==> config.mk <==
export PLATFORM = sky130hd
export DESIGN_NAME = triangle_raster_scanner_flat
export DESIGN_NICKNAME = d
export VERILOG_FILES = /design/src/rtl/triangle_raster_scanner_if.sv /design/src/rtl/triangle_raster_scanner.sv /design/src/flat_wrapper.sv
export SDC_FILE = /design/constraint.sdc
export NUM_CORES = 1
export LEC_CHECK = 0
export BUFFER_PORTS_ARGS = -buffer_cell sky130_fd_sc_hd__buf_2
export CAP_MARGIN = 30
export CORE_MARGIN = 8
export CORE_UTILIZATION = 40
export DETAILED_ROUTE_END_ITERATION = 10
export PLACE_DENSITY = 0.63
export SYNTH_ARGS = -nofsm -noshare
export SYNTH_HDL_FRONTEND = slang
export SYNTH_SLANG_ARGS = --single-unit
==> constraint.sdc <==
create_clock -name i_clk -period 12.4 [get_ports i_clk]
set_input_delay 1.24 -clock i_clk [delete_from_list [all_inputs] [get_ports i_clk]]
set_output_delay 1.24 -clock i_clk [all_outputs]
set_load 0.02 [all_outputs]
==> src/rtl/triangle_raster_scanner_if.sv <==
// Pixel stream from the raster scanner to the framebuffer writer.
// Valid/ready handshake carrying an integer coordinate and RGB888 colour.
interface triangle_raster_scanner_if #(
    parameter int COORD_W = 10
);
    logic               valid;
    logic               ready;
    logic [COORD_W-1:0] x;
    logic [COORD_W-1:0] y;
    logic [7:0]         r;
    logic [7:0]         g;
    logic [7:0]         b;

    modport master (output valid, x, y, r, g, b, input ready);
    modport slave  (input valid, x, y, r, g, b, output ready);
endinterface

==> src/rtl/triangle_raster_scanner.sv <==
// Walks the screen-clamped bounding box of a triangle in raster order,
// sampling a combinational rasterizer and streaming one pixel per cycle.
module triangle_raster_scanner #(
    parameter int SCREEN_W   = 320,
    parameter int SCREEN_H   = 240,
    parameter int COORD_W    = 10,
    parameter bit SKIP_BLACK = 1'b0
) (
    input  logic                      i_clk,
    input  logic                      i_reset_n,
    input  logic                      i_start,
    input  logic signed [31:0]        i_v1x,
    input  logic signed [31:0]        i_v1y,
    input  logic signed [31:0]        i_v2x,
    input  logic signed [31:0]        i_v2y,
    input  logic signed [31:0]        i_v3x,
    input  logic signed [31:0]        i_v3y,
    output logic signed [31:0]        o_raster_x,
    output logic signed [31:0]        o_raster_y,
    input  logic [7:0]                i_raster_r,
    input  logic [7:0]                i_raster_g,
    input  logic [7:0]                i_raster_b,
    triangle_raster_scanner_if.master pix,
    output logic                      o_busy,
    output logic                      o_done
);
    typedef enum logic [2:0] {
        S_IDLE, S_SETUP, S_SCAN, S_DRAIN, S_DONE
    } state_t;

    localparam logic signed [31:0] XLIM = 32'(SCREEN_W - 1);
    localparam logic signed [31:0] YLIM = 32'(SCREEN_H - 1);

    function automatic logic signed [31:0] f_min3(
        input logic signed [31:0] a,
        input logic signed [31:0] b,
        input logic signed [31:0] c
    );
        logic signed [31:0] m;
        m = (a < b) ? a : b;
        return (m < c) ? m : c;
    endfunction

    function automatic logic signed [31:0] f_max3(
        input logic signed [31:0] a,
        input logic signed [31:0] b,
        input logic signed [31:0] c
    );
        logic signed [31:0] m;
        m = (a > b) ? a : b;
        return (m > c) ? m : c;
    endfunction

    state_t             r_state;
    state_t             w_next;
    logic [COORD_W-1:0] r_cx;
    logic [COORD_W-1:0] r_cy;
    logic [COORD_W-1:0] r_xmin;
    logic [COORD_W-1:0] r_xmax;
    logic [COORD_W-1:0] r_ymax;
    logic               r_valid;
    logic [COORD_W-1:0] r_px;
    logic [COORD_W-1:0] r_py;
    logic [7:0]         r_r;
    logic [7:0]         r_g;
    logic [7:0]         r_b;

    logic signed [31:0] w_xmin_i, w_xmax_i, w_ymin_i, w_ymax_i;
    logic signed [31:0] w_xmin_c, w_xmax_c, w_ymin_c, w_ymax_c;
    logic               w_empty;
    logic               w_slot_free;
    logic               w_capture;
    logic               w_last;
    logic               w_black;

    // Floor is monotonic, so min/max on Q16.16 then shifting is exact.
    assign w_xmin_i = f_min3(i_v1x, i_v2x, i_v3x) >>> 16;
    assign w_xmax_i = f_max3(i_v1x, i_v2x, i_v3x) >>> 16;
    assign w_ymin_i = f_min3(i_v1y, i_v2y, i_v3y) >>> 16;
    assign w_ymax_i = f_max3(i_v1y, i_v2y, i_v3y) >>> 16;

    assign w_xmin_c = (w_xmin_i < 0) ? '0 : w_xmin_i;
    assign w_ymin_c = (w_ymin_i < 0) ? '0 : w_ymin_i;
    assign w_xmax_c = (w_xmax_i > XLIM) ? XLIM : w_xmax_i;
    assign w_ymax_c = (w_ymax_i > YLIM) ? YLIM : w_ymax_i;
    assign w_empty  = (w_xmin_c > w_xmax_c) || (w_ymin_c > w_ymax_c);

    assign w_slot_free = !r_valid || pix.ready;
    assign w_capture   = (r_state == S_SCAN) && w_slot_free;
    assign w_last      = (r_cx == r_xmax) && (r_cy == r_ymax);
    assign w_black     = (i_raster_r | i_raster_g | i_raster_b) == 8'h0;

    always_ff @(posedge i_clk) begin
        if (!i_reset_n) begin
            r_state <= S_IDLE;
        end else begin
            r_state <= w_next;
        end
    end

    always_comb begin
        w_next = r_state;
        unique case (r_state)
            S_IDLE:  if (i_start) w_next = S_SETUP;
            S_SETUP: w_next = w_empty ? S_DONE : S_SCAN;
            S_SCAN:  if (w_capture && w_last) w_next = S_DRAIN;
            S_DRAIN: if (!r_valid) w_next = S_DONE;
            S_DONE:  w_next = S_IDLE;
            default: w_next = S_IDLE;
        endcase
    end

    always_ff @(posedge i_clk) begin
        if (!i_reset_n) begin
            r_cx    <= '0;
            r_cy    <= '0;
            r_xmin  <= '0;
            r_xmax  <= '0;
            r_ymax  <= '0;
            r_valid <= 1'b0;
            r_px    <= '0;
            r_py    <= '0;
            r_r     <= '0;
            r_g     <= '0;
            r_b     <= '0;
        end else begin
            if (r_state == S_SETUP && !w_empty) begin
                r_cx   <= w_xmin_c[COORD_W-1:0];
                r_cy   <= w_ymin_c[COORD_W-1:0];
                r_xmin <= w_xmin_c[COORD_W-1:0];
                r_xmax <= w_xmax_c[COORD_W-1:0];
                r_ymax <= w_ymax_c[COORD_W-1:0];
            end
            if (w_capture) begin
                r_px    <= r_cx;
                r_py    <= r_cy;
                r_r     <= i_raster_r;
                r_g     <= i_raster_g;
                r_b     <= i_raster_b;
                r_valid <= !(SKIP_BLACK && w_black);
                if (r_cx == r_xmax) begin
                    r_cx <= r_xmin;
                    r_cy <= r_cy + 1'b1;
                end else begin
                    r_cx <= r_cx + 1'b1;
                end
            end else if (r_state == S_DRAIN && pix.ready) begin
                r_valid <= 1'b0;
            end
        end
    end

    assign o_raster_x = {{(16-COORD_W){1'b0}}, r_cx, 16'h0};
    assign o_raster_y = {{(16-COORD_W){1'b0}}, r_cy, 16'h0};

    assign pix.valid = r_valid;
    assign pix.x     = r_px;
    assign pix.y     = r_py;
    assign pix.r     = r_r;
    assign pix.g     = r_g;
    assign pix.b     = r_b;

    assign o_busy = (r_state != S_IDLE);
    assign o_done = (r_state == S_DONE);
endmodule

==> src/flat_wrapper.sv <==
// flat-port wrapper written by rule: the top's interface ports become plain ports
module triangle_raster_scanner_flat 
#(
    parameter int SCREEN_W   = 320,
    parameter int SCREEN_H   = 240,
    parameter int COORD_W    = 10,
    parameter bit SKIP_BLACK = 1'b0
)
  (i_clk, i_reset_n, i_start, i_v1x, i_v1y, i_v2x, i_v2y, i_v3x, i_v3y, o_raster_x, o_raster_y, i_raster_r, i_raster_g, i_raster_b, o_busy, o_done, pix_valid, pix_x, pix_y, pix_r, pix_g, pix_b, pix_ready);
  triangle_raster_scanner_if #(.COORD_W(COORD_W)) pix_i ();
  input  logic i_clk;
  input  logic i_reset_n;
  input  logic i_start;
  input  logic signed [31:0] i_v1x;
  input  logic signed [31:0] i_v1y;
  input  logic signed [31:0] i_v2x;
  input  logic signed [31:0] i_v2y;
  input  logic signed [31:0] i_v3x;
  input  logic signed [31:0] i_v3y;
  output logic signed [31:0] o_raster_x;
  output logic signed [31:0] o_raster_y;
  input  logic [7:0] i_raster_r;
  input  logic [7:0] i_raster_g;
  input  logic [7:0] i_raster_b;
  output logic o_busy;
  output logic o_done;
  output wire logic [$bits(pix_i.valid)-1:0] pix_valid;
  output wire logic [$bits(pix_i.x)-1:0] pix_x;
  output wire logic [$bits(pix_i.y)-1:0] pix_y;
  output wire logic [$bits(pix_i.r)-1:0] pix_r;
  output wire logic [$bits(pix_i.g)-1:0] pix_g;
  output wire logic [$bits(pix_i.b)-1:0] pix_b;
  input wire logic [$bits(pix_i.ready)-1:0] pix_ready;
  assign pix_valid = pix_i.valid;
  assign pix_x = pix_i.x;
  assign pix_y = pix_i.y;
  assign pix_r = pix_i.r;
  assign pix_g = pix_i.g;
  assign pix_b = pix_i.b;
  assign pix_i.ready = pix_ready;
  triangle_raster_scanner #(.SCREEN_W(SCREEN_W), .SCREEN_H(SCREEN_H), .COORD_W(COORD_W), .SKIP_BLACK(SKIP_BLACK)) u_core (.i_clk(i_clk), .i_reset_n(i_reset_n), .i_start(i_start), .i_v1x(i_v1x), .i_v1y(i_v1y), .i_v2x(i_v2x), .i_v2y(i_v2y), .i_v3x(i_v3x), .i_v3y(i_v3y), .o_raster_x(o_raster_x), .o_raster_y(o_raster_y), .i_raster_r(i_raster_r), .i_raster_g(i_raster_g), .i_raster_b(i_raster_b), .pix(pix_i), .o_busy(o_busy), .o_done(o_done));
endmodule
**After elaboration in Yosys (flattened, before gate mapping)**

Index checks and enable logic that the tools add are counted.

- Add/subtract/negate cells: 2
- Order comparisons: 14
- Eq/ne operators: 9
- Mux-type cells: 25
- Reductions and logical operators: 14

Operators by type and width:

| kind | number |
|---|---|
| $mux W32 | 12 |
| $gt A32 B32 Y1 | 6 |
| $lt A32 B32 Y1 | 4 |
| $mux W10 | 6 |
| $lt A16 B1 Y1 const B | 2 |
| $add A10 B1 Y10 const B | 2 |
| $eq A10 B10 Y1 | 2 |
| $gt A16 B10 Y1 const B | 1 |
| $gt A16 B9 Y1 const B | 1 |
| $mux W3 | 4 |
| $pmux W3 S4 | 1 |
| $eq A3 B2 Y1 const B | 2 |
| $ne A2 B2 Y1 const B | 3 |
| $logic_and A1 B1 Y1 | 5 |
| $reduce_bool A2 Y1 | 2 |
| $eq A3 B1 Y1 const B | 1 |
| $eq A3 B3 Y1 const B | 1 |
| $logic_not A3 Y1 | 1 |
| $reduce_and A3 Y1 | 1 |
| $reduce_bool A3 Y1 | 1 |
| $logic_not A1 Y1 | 2 |
| $logic_or A1 B1 Y1 | 2 |
| $mux W1 | 2 |

- Flip-flop bits (word level): 98
- Input bits: 220
- Output and inout bits: 111
- Logic and storage cells: 76

**Longest topological paths before layout**

Gate-level depths: netlist of the first run.

- Depth in word-level cells: 13
- Mapped depth: 43
- Mapped depth without buffers: 37

**Least setup slack after synthesis of the first run**

Ideal clock, no wire load.

- Path kind: input-to-reg
- Start: in i_v2y[9]
- End: reg u_core.r_xmin[0]
- Library setup time: 0.115 ns
- Arrival: 9.904 ns
- Data required time: 12.285 ns
- Setup slack: 2.381 ns
- Stages on the path: 41
- Path buffers: 5
- Path through: inv_1 ha_1 a211oi_1 o21ai_1 a31o_1 a2111oi_2 o221ai_2 nor2_1 a211o_1 buf_4 clkbuf_1 clkbuf_1 buf_1 mux2_2 ha_1 nor2b_1 o21a_1 o21a_1 (+5 left out) mux2i_2 a311oi_1 a211oi_1 ha_1 nor2b_1 o21ai_0 nand2b_1 a21oi_1 o21ai_0 a211oi_1 nor3_1 o221ai_1 a21oi_1 or4_4 a211o_1 buf_2 and2_1 o21a_1

- Longest elaborated chain between the ends: 10
- Elaborated cells on any way between the ends: 16

RTL lines:

| element | RTL line | text |
|---|---|---|
| start, declared | flat_wrapper.sv:17 | `input logic signed [31:0] i_v2y;` |
| $lt A32 B32 Y1 or $gt A32 B32 Y1 (tied branches) | triangle_raster_scanner.sv:40, triangle_raster_scanner.sv:50 |  |
| $mux W32 (on tied branches) | triangle_raster_scanner.sv:40, triangle_raster_scanner.sv:50 |  |
| $lt A32 B32 Y1 or $gt A32 B32 Y1 (tied branches) | triangle_raster_scanner.sv:41, triangle_raster_scanner.sv:51 |  |
| $mux W32 (on tied branches) | triangle_raster_scanner.sv:41, triangle_raster_scanner.sv:51 |  |
| $lt A16 B1 Y1 or $gt A16 B9 Y1 (tied branches) | triangle_raster_scanner.sv:83, triangle_raster_scanner.sv:85 |  |
| $mux W32 (on tied branches) | triangle_raster_scanner.sv:83, triangle_raster_scanner.sv:85 |  |
| $gt A32 B32 Y1 * | triangle_raster_scanner.sv:86 | `assign w_empty = (w_xmin_c > w_xmax_c) \|\| (w_ymin_c > w_ymax_c);` |
| $logic_or A1 B1 Y1 * | triangle_raster_scanner.sv:86 |  |
| $logic_not A1 Y1 * | triangle_raster_scanner.sv:127 | `if (r_state == S_SETUP && !w_empty) begin` |
| $logic_and A1 B1 Y1 * | triangle_raster_scanner.sv:127 |  |
| end signal, assigned | triangle_raster_scanner.sv:130 | `r_xmin <= w_xmin_c[COORD_W-1:0];` |
| end, declared | triangle_raster_scanner.sv:58 | `logic [COORD_W-1:0] r_xmin;` |

Mark *: on every way between the ends. The rest lies on a longest branch, timed or not.
A chain may end at the register's enable or synchronous reset.

**Worst setup path after layout of the first run**

- Start: in i_v1y[13]
- End: reg u_core.r_xmin[0]

- Longest elaborated chain between the ends: 10
- Elaborated cells on any way between the ends: 16

RTL lines:

| element | RTL line | text |
|---|---|---|
| start, declared | flat_wrapper.sv:15 | `input logic signed [31:0] i_v1y;` |
| $lt A32 B32 Y1 or $gt A32 B32 Y1 (tied branches) | triangle_raster_scanner.sv:40, triangle_raster_scanner.sv:50 |  |
| $mux W32 (on tied branches) | triangle_raster_scanner.sv:40, triangle_raster_scanner.sv:50 |  |
| $lt A32 B32 Y1 or $gt A32 B32 Y1 (tied branches) | triangle_raster_scanner.sv:41, triangle_raster_scanner.sv:51 |  |
| $mux W32 (on tied branches) | triangle_raster_scanner.sv:41, triangle_raster_scanner.sv:51 |  |
| $lt A16 B1 Y1 or $gt A16 B9 Y1 (tied branches) | triangle_raster_scanner.sv:83, triangle_raster_scanner.sv:85 |  |
| $mux W32 (on tied branches) | triangle_raster_scanner.sv:83, triangle_raster_scanner.sv:85 |  |
| $gt A32 B32 Y1 * | triangle_raster_scanner.sv:86 |  |
| $logic_or A1 B1 Y1 * | triangle_raster_scanner.sv:86 |  |
| $logic_not A1 Y1 * | triangle_raster_scanner.sv:127 |  |
| $logic_and A1 B1 Y1 * | triangle_raster_scanner.sv:127 |  |

Marks and branches as above.

==> results of run 1 <==
registers in the layout (all words and copies together) (netlist names), 8 cells and up:
name / flops
u_core.pix.b: 8
u_core.pix.y: 10
u_core.r_xmin: 10
u_core.r_cx: 10
u_core.r_ymax: 10
u_core.pix.r: 8
u_core.pix.x: 10
u_core.r_xmax: 10
u_core.pix.g: 8
u_core.r_cy: 10
worst max-delay path: cells and delay by family:
kind | cells | cell delay, ns
fa+ha+maj | 3 | 0.92
buf+inv | 5 | 1.34
compound gates | 21 | 4.79
mux | 2 | 0.71
simple gates | 9 | 1.92
worst max path at each step:
| stage | to | slack (ns) | start | cells past startpoint |
|---|---|---|---|---|
| 4_1_cts | u_core.r_xmin[0] | 1.67 | i_v1y[9] | 39 |
| 2_1_floorplan | u_core.r_xmin[0] | 2.38 | i_v2y[9] | 41 |
| 3_5_place_dp | u_core.r_xmin[0] | 1.32 | i_v2y[9] | 40 |
| 5_1_grt | u_core.r_xmin[0] | 0.97 | i_v2y[13] | 41 |
| 3_3_place_gp | u_core.r_xmin[0] | 1.74 | i_v2y[9] | 40 |
| 6_report | u_core.r_xmin[0] | 1.68 | i_v1y[13] | 40 |
power breakdown:
part,switching (mW),leakage (nW),internal [mW]
Clock,0.121,0.134,0.153
Combinational,0.444,6.11,0.310
Sequential,0.0115,0.790,0.325
per-layer routing:
| layer | global-route usage (%) | part of all wire, % | wire length, um | vias up |
|---|---|---|---|---|
| li1 | - | - | - | 6351 |
| met1 | 26.1 | 44 | 17500 | 5852 |
| met2 | 35.6 | 49 | 19100 | 358 |
| met3 | 3.02 | 5.4 | 2130 | 37 |
| met4 | 4.11 | 1.5 | 595 | 0 |
| met5 | 0 | 0 | 0 | - |
cell type report:
| cell class | count | area share [%] |
|---|---|---|
| clock buffer | 13 | 1.88 |
| clock inverter | 3 | 0.157 |
| inverter | 143 | 3.74 |
| multi-input combinational | 1344 | 66.1 |
| sequential | 98 | 13.7 |
| tap | 396 | 3.45 |
| timing repair buffer | 304 | 11.0 |
metrics by stage:
step	area (sq um)	std cells	power (mW)	utilization (%)
3_5_place_dp	14100	2284	1.09	46.0
2_1_floorplan	12600	1705	0.887	-
5_1_grt	14400	2301	1.48	47.0
6_report	14400	2301	1.36	47.0
4_1_cts	14400	2300	1.37	46.9
3_3_place_gp	14000	2283	1.07	45.9
synth_stat cells, drive strengths merged, types with 2 or more instances:
cell,n
o21bai,3
nor4,15
o221ai,3
a311oi,4
a221o,2
xnor2,11
nor2,100
mux2i,9
o21ai,91
nand2b,12
dfxtp,98
xor2,18
or4b,16
and2,4
o31a,4
o211a,5
a211oi,36
nand2,217
or3,4
a41oi,3
nand4,46
o211ai,15
nor2b,15
or4,6
a21o,32
o31ai,15
a211o,7
inv,143
o21a,12
nor3,18
clkbuf,61
or2,9
a21oi,158
buf,59
mux2,96
a31o,4
a31oi,14
and3,13
nand3,45
ha,221
a2111oi,3
cell families after synthesis:
kind of cell | Yosys count | synth area share (%)
xor gates and xnor gates | 29 | 2.04
and+or+nand+nor | 524 | 20.0
other | 1 | 0.0301
AOI/OAI and AO/OA | 421 | 21.0
adders and majority gates | 221 | 22.2
muxes | 105 | 9.44
DFF | 98 | 15.8
buffers and inverters | 263 | 9.51
==> results_dict.tcl, run 1 <==
set metrics [dict create \
    clockBufferDepth 2 \
    ys_types 68 \
    clock_latency_ns 0.34 \
    fin_crit_sh_pct 86.4 \
    antenna_found_initial 0 \
    die_y_um 192 \
    drive_gt1_share_pct 23.9 \
    grt_usage_pct 20.3 \
    worstSetupStartpointType "primary input" \
    r2r_end "u_core.r_state[0]" \
    clk_pin_slew_worst_paths_ns 0.07 \
    final.setup.worst_slack_ns 1.68 \
    fmax_mhz 93.3 \
    hold_slack_ns 0.451 \
    cts_made_buffers 9 \
    numPortBuffers 286 \
    worst-path-max-fanout 31 \
    htreeDepth 3 \
    die_area_sq_um 37000 \
    hp-class "reg -> reg" \
    cp-end-kind "flop" \
    required_ns 12.64 \
    routabilityCongestion 0.939 \
    postSynthAreaPerCell_sq_um 7.49 \
    holdPathEnd "u_core.pix.g[0]" \
    async_flop_share_pct 0 \
    grt_pass1_vias 12700 \
    num_io_pins 331 \
    critPathKind "in -> reg" \
    netlist_top_cells_area "ha_1, dfxtp_1, mux2_2, nand2_1, a21oi_1" \
    fp.dieW_um 192 \
    ant_nets 0 \
    synth-seq-cells 98 \
    r2r_slack_ns 9.93 \
    firstDrtPassIters 7 \
    root_buffer "clkbuf_16" \
    hpwl_mm 32.7 \
    arrival_ns 10.96 \
    r2r-start "u_core.r_cx[5]" \
    synth-seq-area-share_pct 15.8 \
    grt_pass1_wl_mm 62.7 \
    maxSlewViolCount 0 \
    syn2layout_area_growth_pct 15.4 \
    cap_violations 0 \
    slew_headroom_pct 35.3 \
    synth_warnings 0 \
    synthesis.area_sq_um 12400 \
    antenna_cells 0 \
    drt-initial-drc-count 815 \
    core_area_sq_um 30600 \
    ir_drop_mv 0.0643 \
    num-fill-cells 3129 \
    holdBufCountCts 0 \
    crit_top_cell "buf_4" \
    post_cts_buffers 0 \
    synth_edf_count 0 \
    fin_skew_ns 0.00801 \
    power_density_nw_per_um2 94.9 \
    mostFrequentLayoutCells "buf_2, ha_1, nand2_1" \
    cts.sinks 98 \
    nNetsFinal 2341 \
    slowest_stage "a211o_1" \
    synth_ff_type "dfxtp_1" \
    vias 12600 \
    wire_per_inst_um 17.1 \
    synthCells 1662 \
    grt_overflow 0 \
    regArea_sq_um 1960 \
    synth_top_area_share_pct 22.2 \
    yosysTopAreaCell "ha_1" \
    cts_tree "done" \
    finalSetupTns_ns 0 \
    period_minus_slack_ns 10.72 \
    setup_viol 0 \
    wl_mm 39.2 \
    slowest_delay_ns 0.65 \
    drc_errors 0 \
    hold-path-cell-count 2 \
    hold_start "u_core.pix.g[0]" \
    grt_max_degree 73 \
    final_common_cell "buf_2" \
    rsz0062_at_grt "false" \
    multi_input_area_sq_um 9500 \
    hold_violations 0 \
    reg2regPathDepth 11 \
    p_leak_nw 7.04 \
    status "completed" \
    rows 64 \
    start_util_pct 40.7 \
    cts_resized 0 \
    tightest_slew_ns 0.971 \
    place_ws_ns 1.32 \
    via_per_inst 5.48 \
]
Note: power is estimated with default switching activity, not from simulation.
==> run 2: changes to the inputs <==
- CORE_UTILIZATION: 40 -> 55
- PLACE_DENSITY: 0.63 -> 0.83
==> results_dict.tcl, run 2 (synthesis gave the netlist of run 1 again) <==
set metrics [dict create \
    htreeDepth 3 \
    core_area_sq_um 22400 \
    utilization_pct 63.3 \
    finalSetupTns_ns 0 \
    vias 12800 \
    top_layer "met4" \
    fin_skew_ns 0.00468 \
    antenna_found_initial 5 \
    slowest_delay_ns 0.68 \
    fp.dieW_um 166 \
    fmax_mhz 94.1 \
    grt_pass1_vias 12800 \
    routabilityCongestion 0.974 \
    drt-initial-drc-count 992 \
    ant_nets 0 \
    hpwl_mm 30.4 \
    num_io_pins 331 \
    grt_pass1_wl_mm 60.4 \
    crit_top_cell "buf_4" \
    clk_pin_slew_worst_paths_ns 0.07 \
    via_per_inst 5.85 \
    grt_usage_pct 25.3 \
    critPathKind "in -> reg" \
    clock_latency_ns 0.34 \
    met3_length_mm 2.18 \
    firstDrtPassIters 7 \
    fin_crit_sh_pct 85.7 \
    slowest_stage "a211o_1" \
    hold_violations 0 \
    cts_tree "done" \
    wl_mm 37.1 \
    crit_family "compound AO/OA/AOI/OAI gates" \
    tightest_slew_ns 1.01 \
    met1Wirelength_mm 15.8 \
    slew_headroom_pct 32.1 \
    wire_per_inst_um 16.9 \
    cts.sinks 98 \
    root_buffer "clkbuf_16" \
    rsz0062_at_grt "false" \
    cp-end-kind "flop" \
    cts_resized 0 \
    arrival_ns 10.86 \
    crit_buf_inv 5 \
    post_cts_buffers 0 \
    p_total_mw 1.35 \
    setup_viol 0 \
    start_util_pct 55.5 \
    met2_length_mm 18.1 \
    status "completed" \
    hold_slack_ns 0.450 \
    drive_gt1_share_pct 23.8 \
    drc_errors 0 \
    nNetsFinal 2337 \
    maxSlewViolCount 0 \
    mostFrequentLayoutCells "buf_2, ha_1, nand2_1" \
    worstSetupStartpointType "primary input" \
    hp-class "reg -> reg" \
    die_y_um 166 \
    syn2layout_area_growth_pct 14.0 \
    required_ns 12.63 \
    numPortBuffers 286 \
    cts_made_buffers 9 \
    grt_max_degree 62 \
    worst-path-max-fanout 40 \
    rows 55 \
    period_minus_slack_ns 10.63 \
    die_area_sq_um 27700 \
    clockBufferDepth 2 \
    final_common_cell "buf_2" \
    ir_drop_mv 0.0699 \
    p_leak_nw 7.02 \
    grt_overflow 0 \
    power_density_nw_per_um2 95.3 \
    holdBufCountCts 0 \
    cap_violations 0 \
]
[run 2: final timing paths]
path / from / to / slack, ns / depth (start not counted)
worst max-delay path: i_v1y[9] / u_core.r_cy[0] / 1.77 / 40
worst min-delay path: u_core.pix.x[3] / u_core.pix.x[3] / 0.45 / 2
worst max register to register: u_core.r_state[1] / u_core.r_cx[0] / 9.96 / 5
worst min register to register: u_core.pix.x[3] / u_core.pix.x[3] / 0.45 / 2
[run 2: metal layers]
metal,GRT usage (%),vias to the layer above
li1,-,6343
met1,30.7,5907
met2,44.7,492
met3,3.76,75
met4,8.85,0
met5,0,-
[run 2: metrics by stage]
stage	worst slack, ns	std cells	area (sq um)
after detailed placement	1.43	2170	13900
after global routing	1.09	2191	14200
final	1.77	2191	14200
after floorplan	2.38	1705	12600
after CTS	1.81	2186	14200
after global placement	1.72	2170	13900
[run 2: cell type report]
class                   count  area, sq um
well taps                 285          357
clock buffers              13          270
multi-input cells        1344         9500
fillers                  2038         8240
inverters                 143          537
flip-flops and latches     98         1960
diodes                      5         12.5
repair buffers            300         1540
clock inverters             3         21.3
[run 2: worst min-delay path, cell delays in order, from the launching register on]
cell	delay, ns
dfxtp_1	0.31
nand2_1	0.05
a21oi_1	0.05
[run 2: where the power goes]
group          internal, mW  switching, mW  total (mW)
clock                 0.153          0.117       0.270
combinational         0.306          0.440       0.746
sequential            0.325         0.0111       0.336
total                 0.784          0.568        1.35
